### config.mk
export PLATFORM = sky130hd
export DESIGN_NAME = tmr_recovery_ctrl_flat
export DESIGN_NICKNAME = d
export VERILOG_FILES = /design/src/rtl/tmr_recovery_ctrl_if.sv /design/src/rtl/tmr_recovery_ctrl.sv /design/src/flat_wrapper.sv
export SDC_FILE = /design/constraint.sdc
export NUM_CORES = 1
export LEC_CHECK = 0
export CAP_MARGIN = 20
export CORE_UTILIZATION = 49
export DETAILED_ROUTE_END_ITERATION = 8
export GPL_ROUTABILITY_DRIVEN = 0
export MAX_ROUTING_LAYER = met4
export PLACE_DENSITY = 0.88
export SYNTH_ARGS = -nofsm -noshare
export SYNTH_HDL_FRONTEND = slang
export SYNTH_SLANG_ARGS = --single-unit
### constraint.sdc
create_clock -name clk_i -period 2.5 [get_ports clk_i]
set_input_delay 0.5 -clock clk_i [delete_from_list [all_inputs] [get_ports clk_i]]
set_output_delay 0.5 -clock clk_i [all_outputs]
set_load 0.02 [all_outputs]
### src/rtl/tmr_recovery_ctrl_if.sv
// Handshake bundle between the TMR recovery controller and the voter/hart side.
// slave = controller view, master = voter/hart/environment view.
interface tmr_recovery_ctrl_if #(
    parameter int NHARTS = 3
);
    logic              enable_i;
    logic              error_i;
    logic [NHARTS-1:0] error_id_i;
    logic [NHARTS-1:0] halted_i;
    logic              resync_done_i;
    logic [NHARTS-1:0] halt_req_o;
    logic              resync_start_o;
    logic [NHARTS-1:0] fault_id_o;
    logic              busy_o;
    logic              irq_o;
    logic              fatal_o;
    logic [NHARTS-1:0] perm_fault_o;

    modport slave (
        input  enable_i, error_i, error_id_i, halted_i, resync_done_i,
        output halt_req_o, resync_start_o, fault_id_o, busy_o, irq_o, fatal_o, perm_fault_o
    );

    modport master (
        output enable_i, error_i, error_id_i, halted_i, resync_done_i,
        input  halt_req_o, resync_start_o, fault_id_o, busy_o, irq_o, fatal_o, perm_fault_o
    );
endinterface

### src/rtl/tmr_recovery_ctrl.sv
// Recovery sequencer behind the TMR voter: halt -> resync -> resume on a single-hart fault,
// sticky FATAL otherwise. Optional permanent-fault tracking via TMR_RECOVERY_PERM_FAULT_EN.
module tmr_recovery_ctrl #(
    parameter int NHARTS       = 3,
    parameter int HALT_TIMEOUT = 1024,
    parameter int PERM_THRESH  = 4,
    parameter int CNT_W        = 8
) (
    input logic                clk_i,
    input logic                rst_i,
    tmr_recovery_ctrl_if.slave bus
);

    localparam int                 TIMER_W    = (HALT_TIMEOUT > 2) ? $clog2(HALT_TIMEOUT) : 1;
    localparam logic [TIMER_W-1:0] TIMER_LAST = TIMER_W'(HALT_TIMEOUT - 1);

    if (HALT_TIMEOUT < 2 || PERM_THRESH < 1 || PERM_THRESH > (2 ** CNT_W) - 1) begin : g_bad_cfg
        $error("tmr_recovery_ctrl: invalid HALT_TIMEOUT/PERM_THRESH/CNT_W combination");
    end

    typedef enum logic [2:0] {
        S_IDLE,
        S_HALT,
        S_RESYNC,
        S_DONE,
        S_FATAL
    } state_e;

    state_e             state_q, state_d;
    logic [TIMER_W-1:0] timer_q, timer_d;
    logic [NHARTS-1:0]  fault_id_q, fault_id_d;
    logic               perm_hit;

    logic [NHARTS-1:0]  halt_req_q;
    logic               resync_start_q;
    logic               busy_q;
    logic               irq_q;
    logic               fatal_q;

    always_comb begin
        // NOTE: every signal written here gets a default first so no path leaves it unassigned
        // (otherwise synthesis infers a latch).
        state_d    = state_q;
        timer_d    = timer_q;
        fault_id_d = fault_id_q;

        unique case (state_q)
            S_IDLE: begin
                if (bus.error_i && bus.enable_i) begin
                    fault_id_d = bus.error_id_i;
                    timer_d    = '0;
                    if ($countones(bus.error_id_i) == 1 && !perm_hit) state_d = S_HALT;
                    else                                              state_d = S_FATAL;
                end
            end
            S_HALT: begin
                // Halted acknowledge takes priority over a timeout in the same cycle.
                if (&bus.halted_i)              state_d = S_RESYNC;
                else if (timer_q == TIMER_LAST) state_d = S_FATAL;
                else                            timer_d = timer_q + 1'b1;
            end
            S_RESYNC: begin
                if (bus.resync_done_i) state_d = S_DONE;
            end
            S_DONE:  state_d = S_IDLE;
            S_FATAL: state_d = S_FATAL;
            default: state_d = S_IDLE;
        endcase
    end

    always_ff @(posedge clk_i) begin
        // NOTE: sequential state uses non-blocking assignments so every register samples the
        // pre-edge values, independent of statement order.
        if (rst_i) begin
            state_q        <= S_IDLE;
            timer_q        <= '0;
            fault_id_q     <= '0;
            halt_req_q     <= '0;
            resync_start_q <= 1'b0;
            busy_q         <= 1'b0;
            irq_q          <= 1'b0;
            fatal_q        <= 1'b0;
        end else begin
            state_q        <= state_d;
            timer_q        <= timer_d;
            fault_id_q     <= fault_id_d;
            halt_req_q     <= (state_d inside {S_HALT, S_RESYNC, S_FATAL}) ? '1 : '0;
            resync_start_q <= (state_d == S_RESYNC) && (state_q != S_RESYNC);
            busy_q         <= (state_d != S_IDLE);
            irq_q          <= (state_d == S_DONE);
            fatal_q        <= (state_d == S_FATAL);
        end
    end

`ifdef TMR_RECOVERY_PERM_FAULT_EN
    logic [CNT_W-1:0]  charge_q [NHARTS];
    logic [NHARTS-1:0] perm_q;

    // A single-hart capture naming an already condemned hart cannot be recovered.
    assign perm_hit = |(bus.error_id_i & perm_q);

    always_ff @(posedge clk_i) begin
        // NOTE: the counter array is small and must start from zero after reset, so it is reset
        // like any other register rather than treated as uninitialised storage.
        if (rst_i) begin
            for (int i = 0; i < NHARTS; i++) charge_q[i] <= '0;
            perm_q <= '0;
        end else if (state_d == S_DONE && state_q != S_DONE) begin
            for (int i = 0; i < NHARTS; i++) begin
                if (fault_id_q[i]) begin
                    if (charge_q[i] != '1) charge_q[i] <= charge_q[i] + 1'b1;
                    if (int'(charge_q[i]) >= PERM_THRESH - 1) perm_q[i] <= 1'b1;
                end
            end
        end
    end

    assign bus.perm_fault_o = perm_q;
`else
    assign perm_hit         = 1'b0;
    assign bus.perm_fault_o = '0;
`endif

    assign bus.halt_req_o     = halt_req_q;
    assign bus.resync_start_o = resync_start_q;
    assign bus.fault_id_o     = fault_id_q;
    assign bus.busy_o         = busy_q;
    assign bus.irq_o          = irq_q;
    assign bus.fatal_o        = fatal_q;

endmodule

### src/flat_wrapper.sv
// flat-port wrapper written by rule: the top's interface ports become plain ports
module tmr_recovery_ctrl_flat 
#(
    parameter int NHARTS       = 3,
    parameter int HALT_TIMEOUT = 1024,
    parameter int PERM_THRESH  = 4,
    parameter int CNT_W        = 8
)
  (clk_i, rst_i, bus_enable_i, bus_error_i, bus_error_id_i, bus_halted_i, bus_resync_done_i, bus_halt_req_o, bus_resync_start_o, bus_fault_id_o, bus_busy_o, bus_irq_o, bus_fatal_o, bus_perm_fault_o);
  tmr_recovery_ctrl_if #(.NHARTS(NHARTS)) bus_i ();
  input logic clk_i;
  input logic rst_i;
  input wire logic [$bits(bus_i.enable_i)-1:0] bus_enable_i;
  input wire logic [$bits(bus_i.error_i)-1:0] bus_error_i;
  input wire logic [$bits(bus_i.error_id_i)-1:0] bus_error_id_i;
  input wire logic [$bits(bus_i.halted_i)-1:0] bus_halted_i;
  input wire logic [$bits(bus_i.resync_done_i)-1:0] bus_resync_done_i;
  output wire logic [$bits(bus_i.halt_req_o)-1:0] bus_halt_req_o;
  output wire logic [$bits(bus_i.resync_start_o)-1:0] bus_resync_start_o;
  output wire logic [$bits(bus_i.fault_id_o)-1:0] bus_fault_id_o;
  output wire logic [$bits(bus_i.busy_o)-1:0] bus_busy_o;
  output wire logic [$bits(bus_i.irq_o)-1:0] bus_irq_o;
  output wire logic [$bits(bus_i.fatal_o)-1:0] bus_fatal_o;
  output wire logic [$bits(bus_i.perm_fault_o)-1:0] bus_perm_fault_o;
  assign bus_i.enable_i = bus_enable_i;
  assign bus_i.error_i = bus_error_i;
  assign bus_i.error_id_i = bus_error_id_i;
  assign bus_i.halted_i = bus_halted_i;
  assign bus_i.resync_done_i = bus_resync_done_i;
  assign bus_halt_req_o = bus_i.halt_req_o;
  assign bus_resync_start_o = bus_i.resync_start_o;
  assign bus_fault_id_o = bus_i.fault_id_o;
  assign bus_busy_o = bus_i.busy_o;
  assign bus_irq_o = bus_i.irq_o;
  assign bus_fatal_o = bus_i.fatal_o;
  assign bus_perm_fault_o = bus_i.perm_fault_o;
  tmr_recovery_ctrl #(.NHARTS(NHARTS), .HALT_TIMEOUT(HALT_TIMEOUT), .PERM_THRESH(PERM_THRESH), .CNT_W(CNT_W)) u_core (.clk_i(clk_i), .rst_i(rst_i), .bus(bus_i));
endmodule
Word level (Yosys, flattened, before mapping)
Index checks and enable logic that the tools add are counted.
{"block": "totals", "ff_bits": 23, "in_bits": 11, "out_inout_bits": 13, "wordCells": 44}
{"block": "op_classes", "n_addsub": 3, "eq_ne": 13, "mux": 11, "reduce_logical": 9}
{"op": "$add A32 B1 Y32", "count": 1}
{"op": "$eq A32 B2 Y1 const B", "count": 1}
{"op": "$mux W10", "count": 3}
{"op": "$pmux W10 S2", "count": 1}
{"op": "$mux W3", "count": 6}
{"op": "$pmux W3 S4", "count": 1}
{"op": "$add A10 B1 Y10 const B", "count": 1}
{"op": "$eq A10 B10 Y1 const B", "count": 1}
{"op": "$eq A3 B2 Y1 const B", "count": 3}
{"op": "$eq A3 B1 Y1 const B", "count": 2}
{"op": "$eq A3 B3 Y1 const B", "count": 2}
{"op": "$reduce_bool A3 Y1", "count": 2}
{"op": "$ne A2 B2 Y1 const B", "count": 2}
{"op": "$reduce_and A4 Y1", "count": 1}
{"op": "$logic_not A3 Y1", "count": 1}
{"op": "$ne A3 B2 Y1 const B", "count": 1}
{"op": "$reduce_and A3 Y1", "count": 1}
{"op": "$add A1 B1 Y2", "count": 1}
{"op": "$logic_and A1 B1 Y1", "count": 2}
{"op": "$ne A2 B1 Y1 const B", "count": 1}
{"op": "$reduce_and A2 Y1", "count": 1}
{"op": "$reduce_bool A2 Y1", "count": 1}

Logic depth before layout (Yosys ltp)
Gate-level depths: netlist (run 1).
{"block": "logic_depth", "word_depth": 9, "ltp_mapped": 7, "mapped_depth_nobuf": 6}

Worst setup path before layout (run 1)
No wires, ideal clock.
{"block": "synth_timing", "path_type": "input to register", "start": "in bus_error_id_i[0]", "end": "reg u_core.halt_req_q[1], in the netlist u_core.bus.halt_req_o[1]", "setup_time_ns": 0.137, "t_arrival_ns": 1.797, "setup_slack_ns": 0.567, "stages": 6, "path_buffers": 0, "path_cell_list": "ha_1 > ha_1 > ha_1 > nor3b_1 > o221a_1 > o22ai_1"}
{"block": "synth_via", "elab_chain_cells": 9}
{"item": "start: declaration", "line_no": "flat_wrapper.sv:15", "rtl": "input wire logic [$bits(bus_i.error_id_i)-1:0] bus_error_id_i;"}
{"item": "$add A1 B1 Y2 (implied by the code) *", "line_no": "tmr_recovery_ctrl.sv:52", "rtl": "if ($countones(bus.error_id_i) == 1 && !perm_hit) state_d = S_HALT;"}
{"item": "$add A32 B1 Y32 (implied by the code) *", "line_no": "tmr_recovery_ctrl.sv:52"}
{"item": "$eq A32 B2 Y1 *", "line_no": "tmr_recovery_ctrl.sv:52"}
{"item": "$mux W3 *", "line_no": "tmr_recovery_ctrl.sv:52"}
{"item": "$mux W3 *", "line_no": "tmr_recovery_ctrl.sv:49", "rtl": "if (bus.error_i && bus.enable_i) begin"}
{"item": "$pmux W3 S4 *", "line_no": "tmr_recovery_ctrl.sv:47", "rtl": "unique case (state_q)"}
{"item": "$eq A3 B1 Y1, or another cell as far along", "line_no": "tmr_recovery_ctrl.sv:87", "rtl": "halt_req_q <= (state_d inside {S_HALT, S_RESYNC, S_FATAL}) ? '1 : '0;"}
{"item": "$reduce_bool A3 Y1 *", "line_no": "tmr_recovery_ctrl.sv:87"}
{"item": "$mux W3 *", "line_no": "tmr_recovery_ctrl.sv:87"}
{"item": "end signal: assignment", "line_no": "tmr_recovery_ctrl.sv:87"}
{"item": "end: declaration", "line_no": "tmr_recovery_ctrl.sv:34", "rtl": "logic [NHARTS-1:0] halt_req_q;"}
Mark *: on every way between the ends. The rest lies on a longest branch, timed or not.
A chain may end at the register's enable or synchronous reset.

Worst setup path in the final report (run 1)
{"block": "layout_timing", "start": "in bus_error_id_i[1]", "end": "reg u_core.halt_req_q[1], in the netlist u_core.bus.halt_req_o[1]"}
The elaborated chain is that of the path after synthesis.

==> key figures, run 1 <==
Worst setup path
  – Worst setup path endpoint: u_core.bus.halt_req_o[1]
  – Critical path depth in cells: 7
  – Worst EP arrival: 2.48 ns
  – Worst reg2reg path startpoint: u_core.timer_q[0]
  – Reg2Reg Setup Slack: 0.56 ns
  – CP dominant cell by count: ha_1
  – Critical Setup Path Class: in -> reg
  – Family with the most delay on the worst path: adder cells
  – CP peak stage delay: 0.52 ns
  – CP Launch Point: bus_error_id_i[1]
  – Critical Path RT: ~2.7 ns
  – RR Endpoint: u_core.bus.halt_req_o[1]
  – R2r worst-path depth: 6
  – Worst Path Max Fanout: 4
  – Worst Setup Start Kind: input pin
  – CP Cell Sequence: clkdlybuf4s50_1 > ha_1 > ha_1 > ha_1 > nor3b_1 > o221a_1 > o22ai_1
  – Crit end category: flip-flop
  – CP bufs+invs: 1
  – Critical-path top delay cell: clkdlybuf4s50_1

Power
  – Switching Power: 180 uW
  – Seq pwr share: 55.1%
  – Sw Ratio: 27.9%
  – Power share of the clock group: about a quarter
  – Pwr Density: 482 mW/mm^2
  – Int Pwr: between 400 and 500 uW
  – Leakage power: 0.485 nW
  – Comb pwr share: 19.7%
  – Peak VDD IR: 289 uV

Finish
  – Share of layout cells above drive strength 1: 11.2%
  – Ant diodes: 0
  – Final nets: 160
  – Design area: between 0.001 and 0.0015 sq mm
  – Non-filler instance count after layout: 170
  – Fillers: 161
  – Layout Area Growth over Synthesis: 19.1%

Yosys
  – Asr flop ratio synth: 0%
  – Warnings from Yosys: 0
  – Synth cell types: 41
  – Yosys reg bits: 21
  – Synth Flop Type: dfxtp_1
  – Avg Cell Area, Syn: 9.01 sq um
  – Number of flops mapped to enable cells by yosys: 0
  – Cell count after synthesis: 125
  – Sequential share of the synthesized area: 37.3%
  – Cell Area, Synth: approximately 0.0011 sq mm

Global route
  – First-pass GRT wire length: 3.73 mm
  – Remaining global-route overflow: 0
  – GR Util All Layers: 20.4%
  – Largest net degree at the start of global routing: 16
  – Vias in the first global route: 889
  – Initial antenna violation count: 0

Drt
  – Total wire length: 2.22 mm
  – Top layer used by detailed routing: met4
  – Met3 wire length: 85 um
  – DRC Markers: 0
  – Routed len/inst: around 13 um
  – Drt pass-1 iters: 4
  – Via density per instance: 5.49
  – Metal-1 WL: 955 um
  – ANT nets after route: 0
  – Met2 routed WL: about 1.1 mm
  – DR vias: 933
  – Drt initial violations: 26

Timing
  – Crit path time final: roughly 2.3 ns
  – # setup viols final: 0
  – Tcrit/Tclk final: 92.2%
  – Final hold violations: 0
  – Unrepaired setup endpoints after global routing: false
  – Worst-Margin Slew: 0.501 ns
  – Worst clock skew: approximately 0.007 ns
  – Fmax: 0.434 GHz
  – Max Slew Vio Count: 0
  – Max transition margin: 66.5%

Die
  – Die Span X: 49.9 um
  – Core area: 0.00206 sq mm
  – Die area: 0.00249 sq mm
  – Io pins: 24
  – Number of placement rows: 16
  – Initial Util: a little over half
  – Die Height: about 50 um

CTS
  – CTS tree: yes
  – H-tree level count: 1
  – Cell at the root of the clock tree: clkbuf_4
  – CTS buffer count: 3
  – Resized Gates After CTS: 0
  – Clock transition at the registers of the reported paths: 0.11 ns
  – Post-CTS Hold Fix Bufs: 0
  – Clk buf depth: 2
  – Clk_lat worst skew: 0.31 ns
  – Clk sinks: 21
  – Post-CTS setup buffer count: 0

Place
  – Dpl cells: 166
  – Dpl hpwl: 1.64 mm
  – Cell Area, Placed: 0.00131 sq mm
  – IO Port Bufs: 20

Run status
  – Status: completed

Flow run
  – Max-cap violations: 0

Hold path
  – Worst Hold Class: reg -> reg
cells in the mapped netlist, types with 2 or more instances:
library cell	instances	area (sq um)
a211oi_2	2	25.0
a21oi_1	9	45.0
buf_4	5	37.5
clkbuf_1	2	7.51
dfxtp_1	21	420
ha_1	4	50.1
inv_1	5	18.8
nand2_1	12	45.0
nand2b_1	3	18.8
nand3_1	4	20.0
nand4_1	2	12.5
nor2_1	15	56.3
nor3_1	3	15.0
nor3_2	2	20.0
nor3b_1	3	22.5
o211ai_1	3	22.5
xnor2_1	6	52.6
power by group through the flow:
stage	Clock, mW	Sequential [mW]	Combinational, mW
final	0.163	0.356	0.127
after global routing	0.187	0.358	0.137
after CTS	0.167	0.356	0.127
after detailed placement	0	0.364	0.126
after global placement	0	0.363	0.123
after floorplan	0	0.370	0.0764
tightest hold or removal path: stages (launching register included):
cell and delay [ns]:
dfxtp_1 0.32, nand2_1 0.05, a21oi_1 0.05
per-layer routing:
metal	track usage, %	up-vias
met5	-	-
met4	10.0	0
met3	2.78	5
met2	36.0	29
met1	22.3	439
li1	-	460
cells by family after synthesis:
kind of cell    Yosys count  synth area share (%)
simple gates             55                  28.2
compound gates           22                  15.2
flops                    21                  37.3
buf+inv                  14                  7.11
xor+xnor                  6                  4.67
fa+ha+maj                 5                  6.22
other cells               1                 0.333
mux                       1                 0.889
per-stage QoR:
step           total power, mW  TNS (ns)  setup WS [ns]  hold WS, ns  utilization (%)
6_report                 0.646         0          0.194        0.468             65.0
5_1_grt                  0.682         0          0.120        0.501             65.0
4_1_cts                  0.650         0          0.235        0.471             65.0
3_5_place_dp             0.489    -0.129        -0.0667        0.456             63.7
3_3_place_gp             0.485         0         0.0377        0.444             63.7
2_1_floorplan            0.447         0          0.567        0.458                -
how the worst min path moves through the flow:
stage          cells past startpoint                       end                     start  slack, ns
2_1_floorplan                      2         u_core.timer_q[7]         u_core.timer_q[7]       0.46
3_3_place_gp                       2  u_core.bus.fault_id_o[0]  u_core.bus.fault_id_o[0]       0.44
3_5_place_dp                       2  u_core.bus.fault_id_o[1]  u_core.bus.fault_id_o[1]       0.46
4_1_cts                            2  u_core.bus.fault_id_o[1]  u_core.bus.fault_id_o[1]       0.47
5_1_grt                            2  u_core.bus.fault_id_o[1]  u_core.bus.fault_id_o[1]       0.50
6_report                           2  u_core.bus.fault_id_o[1]  u_core.bus.fault_id_o[1]       0.47
flip-flops by register name, summed over array words and instances, names as in the netlist:
signal and flops:
u_core.bus.fault_id_o 3, u_core.bus.halt_req_o 1, u_core.state_q 3, u_core.bus.fatal_o 1, u_core.bus.irq_o 1, u_core.timer_q 10
u_core.bus.resync_start_o 1, u_core.bus.busy_o 1
layout by cell type, fill, tap and decap left out, drive strengths merged, types with 4 or more instances in the layout:
cell type	instances
nand3	4
nor3b	4
ha	4
clkdlybuf4s50	20
inv	5
dfxtp	21
nor2	15
nand2	13
a21oi	9
nor3	5
xnor2	6
final cells by class:
cell class              count  area (sq um)  area share, %
flip-flops and latches     21           420           31.3
repair buffers             21           208           15.5
clock buffers               3          22.5           1.68
multi-input cells          92           633           47.2
clock inverters             1          5.00          0.373
inverters                   5          18.8           1.40
well taps                  27          33.8           2.52
(Power assumes the default switching activity.)
==> run 2: changes to the inputs <==
==> constraint.sdc (replaced) <==
create_clock -name clk_i -period 2.5 [get_ports clk_i]
set_input_delay 0.5 -clock clk_i [delete_from_list [all_inputs] [get_ports clk_i]]
set_output_delay 0.5 -clock clk_i [all_outputs]
set_load 0.05 [all_outputs]
==> results of run 2 <==
The final DEF is identical to that of run 1. Status: completed.
Among the figures that moved: total power 0.646 mW -> 0.681 mW; worst IR drop on VDD 289 uV -> 315 uV
==> run 3: changes to the inputs <==
--- a/config.mk
+++ b/config.mk
@@ -10,7 +10,7 @@
 export DETAILED_ROUTE_END_ITERATION = 8
 export GPL_ROUTABILITY_DRIVEN = 0
 export MAX_ROUTING_LAYER = met4
-export PLACE_DENSITY = 0.88
+export PLACE_DENSITY = 0.75
 export SYNTH_ARGS = -nofsm -noshare
 export SYNTH_HDL_FRONTEND = slang
 export SYNTH_SLANG_ARGS = --single-unit
==> run 3 against run 2 <==
First-iteration DRC count shrank 38%; highest routed layer unchanged; setup slack gained 0.13 ns; final cell count grew 1.2%; sequential power is essentially flat; sequential share of layout area shrank 0.35 points; utilization grew 0.73 points; clock power is essentially flat; combinational power is essentially flat.
==> key figures, run 3 (synthesized netlist as in run 1, its figures left out) <==
CTS
  – Post-CTS Hold Fix Bufs: 0 (unchanged)
  – H-tree level count: 1 (unchanged)
  – Clk sinks: 21 (unchanged)
  – Cell at the root of the clock tree: clkbuf_4
  – CTS tree: yes
  – Post-CTS setup buffer count: 0 (unchanged)
  – Clock transition at the registers of the reported paths: 0.12 ns (about the same)
  – CTS buffer count: 3 (unchanged)
  – Clk buf depth: 2 (unchanged)
  – Clk_lat worst skew: 0.31 ns (about the same)
  – Resized Gates After CTS: 0 (unchanged)

Worst setup path
  – CP Launch Point: bus_error_id_i[0]
  – Worst reg2reg path startpoint: u_core.timer_q[1]
  – CP peak stage delay: 0.54 ns (+0.02 ns)
  – CP Cell Sequence: clkdlybuf4s50_1 > inv_1 > fa_1 > nor3b_1 > buf_4 > a2111oi_2 > o22ai_1
  – Critical-path top delay cell: fa_1
  – Worst Path Max Fanout: 3 (-1)
  – Reg2Reg Setup Slack: 0.59 ns (+0.03 ns)
  – Worst EP arrival: 2.36 ns (-0.12 ns)
  – R2r worst-path depth: 6 (unchanged)
  – RR Endpoint: u_core.bus.halt_req_o[1]
  – Crit end category: flip-flop
  – Critical Path RT: 2.68 ns (about the same)
  – Worst Setup Start Kind: input pin
  – Worst setup path endpoint: u_core.bus.halt_req_o[1]
  – Critical Setup Path Class: in -> reg

Die
  – Die Height: 49.9 um (unchanged)
  – Initial Util: 54.6% (unchanged)
  – Number of placement rows: 16 (unchanged)
  – Die area: 0.00249 sq mm (unchanged)
  – Die Span X: 49.9 um (unchanged)
  – Io pins: 24 (unchanged)
  – Core area: 0.00206 sq mm (unchanged)

Finish
  – Layout Area Growth over Synthesis: 20.4%
  – Final nets: 162 (+1.3%)
  – Largest register FFs: 10 (unchanged)
  – Fillers: 185 (+15%)
  – Share of layout cells above drive strength 1: 12.4% (+1.2 points)
  – Largest reg by FF count: u_core.timer_q
  – Commonest cells after routing, fill and taps aside: dfxtp_1 (21), clkdlybuf4s50_1 (20), nor2_1 (15)
  – Multi-input gate area: 633 sq um (unchanged)
  – Commonest non-fill, non-tap cell in the layout: dfxtp_1
  – Ant diodes: 0 (unchanged)
  – Sequential cell area: 420 sq um (unchanged)

Timing
  – Worst-Margin Slew: 0.521 ns
  – Tcrit/Tclk final: 87.1% (-5.1 points)
  – # setup viols final: 0 (unchanged)
  – Setup TNS: 0 ns (unchanged)
  – Fmax: 0.459 GHz (+5.9%)
  – Max Slew Vio Count: 0 (unchanged)
  – Final hold violations: 0 (unchanged)
  – Unrepaired setup endpoints after global routing: false
  – PnR worst setup slack: 0.322 ns (+0.128 ns)
  – Worst clock skew: 0.00886 ns (+0.00168 ns)
  – Max transition margin: 65.2%
  – Crit path time final: 2.18 ns (-0.128 ns)

Global route
  – Initial antenna violation count: 0 (unchanged)
  – Vias in the first global route: 884 (-0.56%)
  – Largest net degree at the start of global routing: 13 (-3)
  – GR Util All Layers: 19.9% (-0.56 points)
  – Remaining global-route overflow: 0 (unchanged)
  – First-pass GRT wire length: 3.66 mm (-1.9%)

Drt
  – DR vias: 940 (+0.75%)
  – Drt initial violations: 16 (-38%)
  – Total wire length: 2.15 mm (-3.0%)
  – Drt pass-1 iters: 4 (unchanged)
  – Via density per instance: 5.47 (-0.42%)
  – DRC Markers: 0 (unchanged)
  – ANT nets after route: 0 (unchanged)
  – Routed len/inst: 12.5 um (-4.1%)

Hold path
  – Worst Hold Class: reg -> reg

Power
  – Comb pwr share: 24.2%
  – Int Pwr: 468 uW
  – Seq pwr share: approximately 52%
  – Peak VDD IR: about 370 uV
  – Sw Ratio: between 30% and 40%
  – Switching Power: 213 uW
  – Pwr Density: 503 mW/mm^2
  – Final Power: approximately 700 uW
  – Power share of the clock group: 23.5%
  – Leakage power: 0.494 nW (+2.1%)

Run status
  – Status: completed

Place
  – Dpl hpwl: 1.65 mm (+0.52%)
  – Post-Place Setup Slack: 0.00905 ns (+0.0758 ns)
  – IO Port Bufs: 20 (unchanged)

Flow run
  – Max-cap violations: 0 (unchanged)
## run 3: cell types whose count changed in the layout (fill, tap and decap cells not counted), sizes merged
cell	previous run	this run
buf	1	3
## run 3: how the worst min path moves through the flow
stage / cells after the start / startpoint / endpoint / slack, ns
6_report: 2 / u_core.bus.fault_id_o[2] / u_core.bus.fault_id_o[2] / 0.47
3_5_place_dp: 2 / u_core.bus.fault_id_o[0] / u_core.bus.fault_id_o[0] / 0.46
2_1_floorplan: 2 / u_core.timer_q[7] / u_core.timer_q[7] / 0.46
3_3_place_gp: 2 / u_core.bus.fault_id_o[1] / u_core.bus.fault_id_o[1] / 0.45
5_1_grt: 2 / u_core.bus.fault_id_o[0] / u_core.bus.fault_id_o[0] / 0.50
4_1_cts: 2 / u_core.bus.fault_id_o[0] / u_core.bus.fault_id_o[0] / 0.48
## run 3: area by class of cell
type	count	area share (%)
clock buffer	3	1.66
clock inverter	1	0.369
inverter	5	1.38
multi-input combinational	92	46.7
sequential	21	31.0
tap	27	2.49
timing repair buffer	23	16.4
## run 3: critical path: cells and delay by family
family | cells | cell delay [ns]
buf+inv | 3 | 0.71
compound gates | 2 | 0.55
fa+ha+maj | 1 | 0.54
simple gates | 1 | 0.06
## run 3: layer usage
| layer | up-vias | share of wire, % | routed length, um | GRT usage (%) |
|---|---|---|---|---|
| met1 | 441 | 45 | 978 | 23.0 |
| met4 | 0 | 1.4 | 31 | 8.57 |
| li1 | 464 | - | - | - |
| met5 | - | 0 | 0 | - |
| met3 | 4 | 4.9 | 106 | 4.01 |
| met2 | 31 | 48 | 1040 | 33.1 |
## run 3: metrics by stage
step	cells	hold WS [ns]	util, %	area [sq um]
after floorplan	127	0.458	-	1130
after global placement	168	0.448	64.4	1330
after detailed placement	168	0.456	64.4	1330
after CTS	172	0.477	65.8	1360
after global routing	172	0.496	65.8	1360
final	172	0.474	65.8	1360
## run 3: power by group through the flow
stage	Combinational, mW	Sequential (mW)	Clock (mW)
final	0.165	0.356	0.160
after global routing	0.175	0.358	0.185
after CTS	0.165	0.356	0.165
after detailed placement	0.165	0.364	0
after global placement	0.162	0.363	0
after floorplan	0.0926	0.390	0
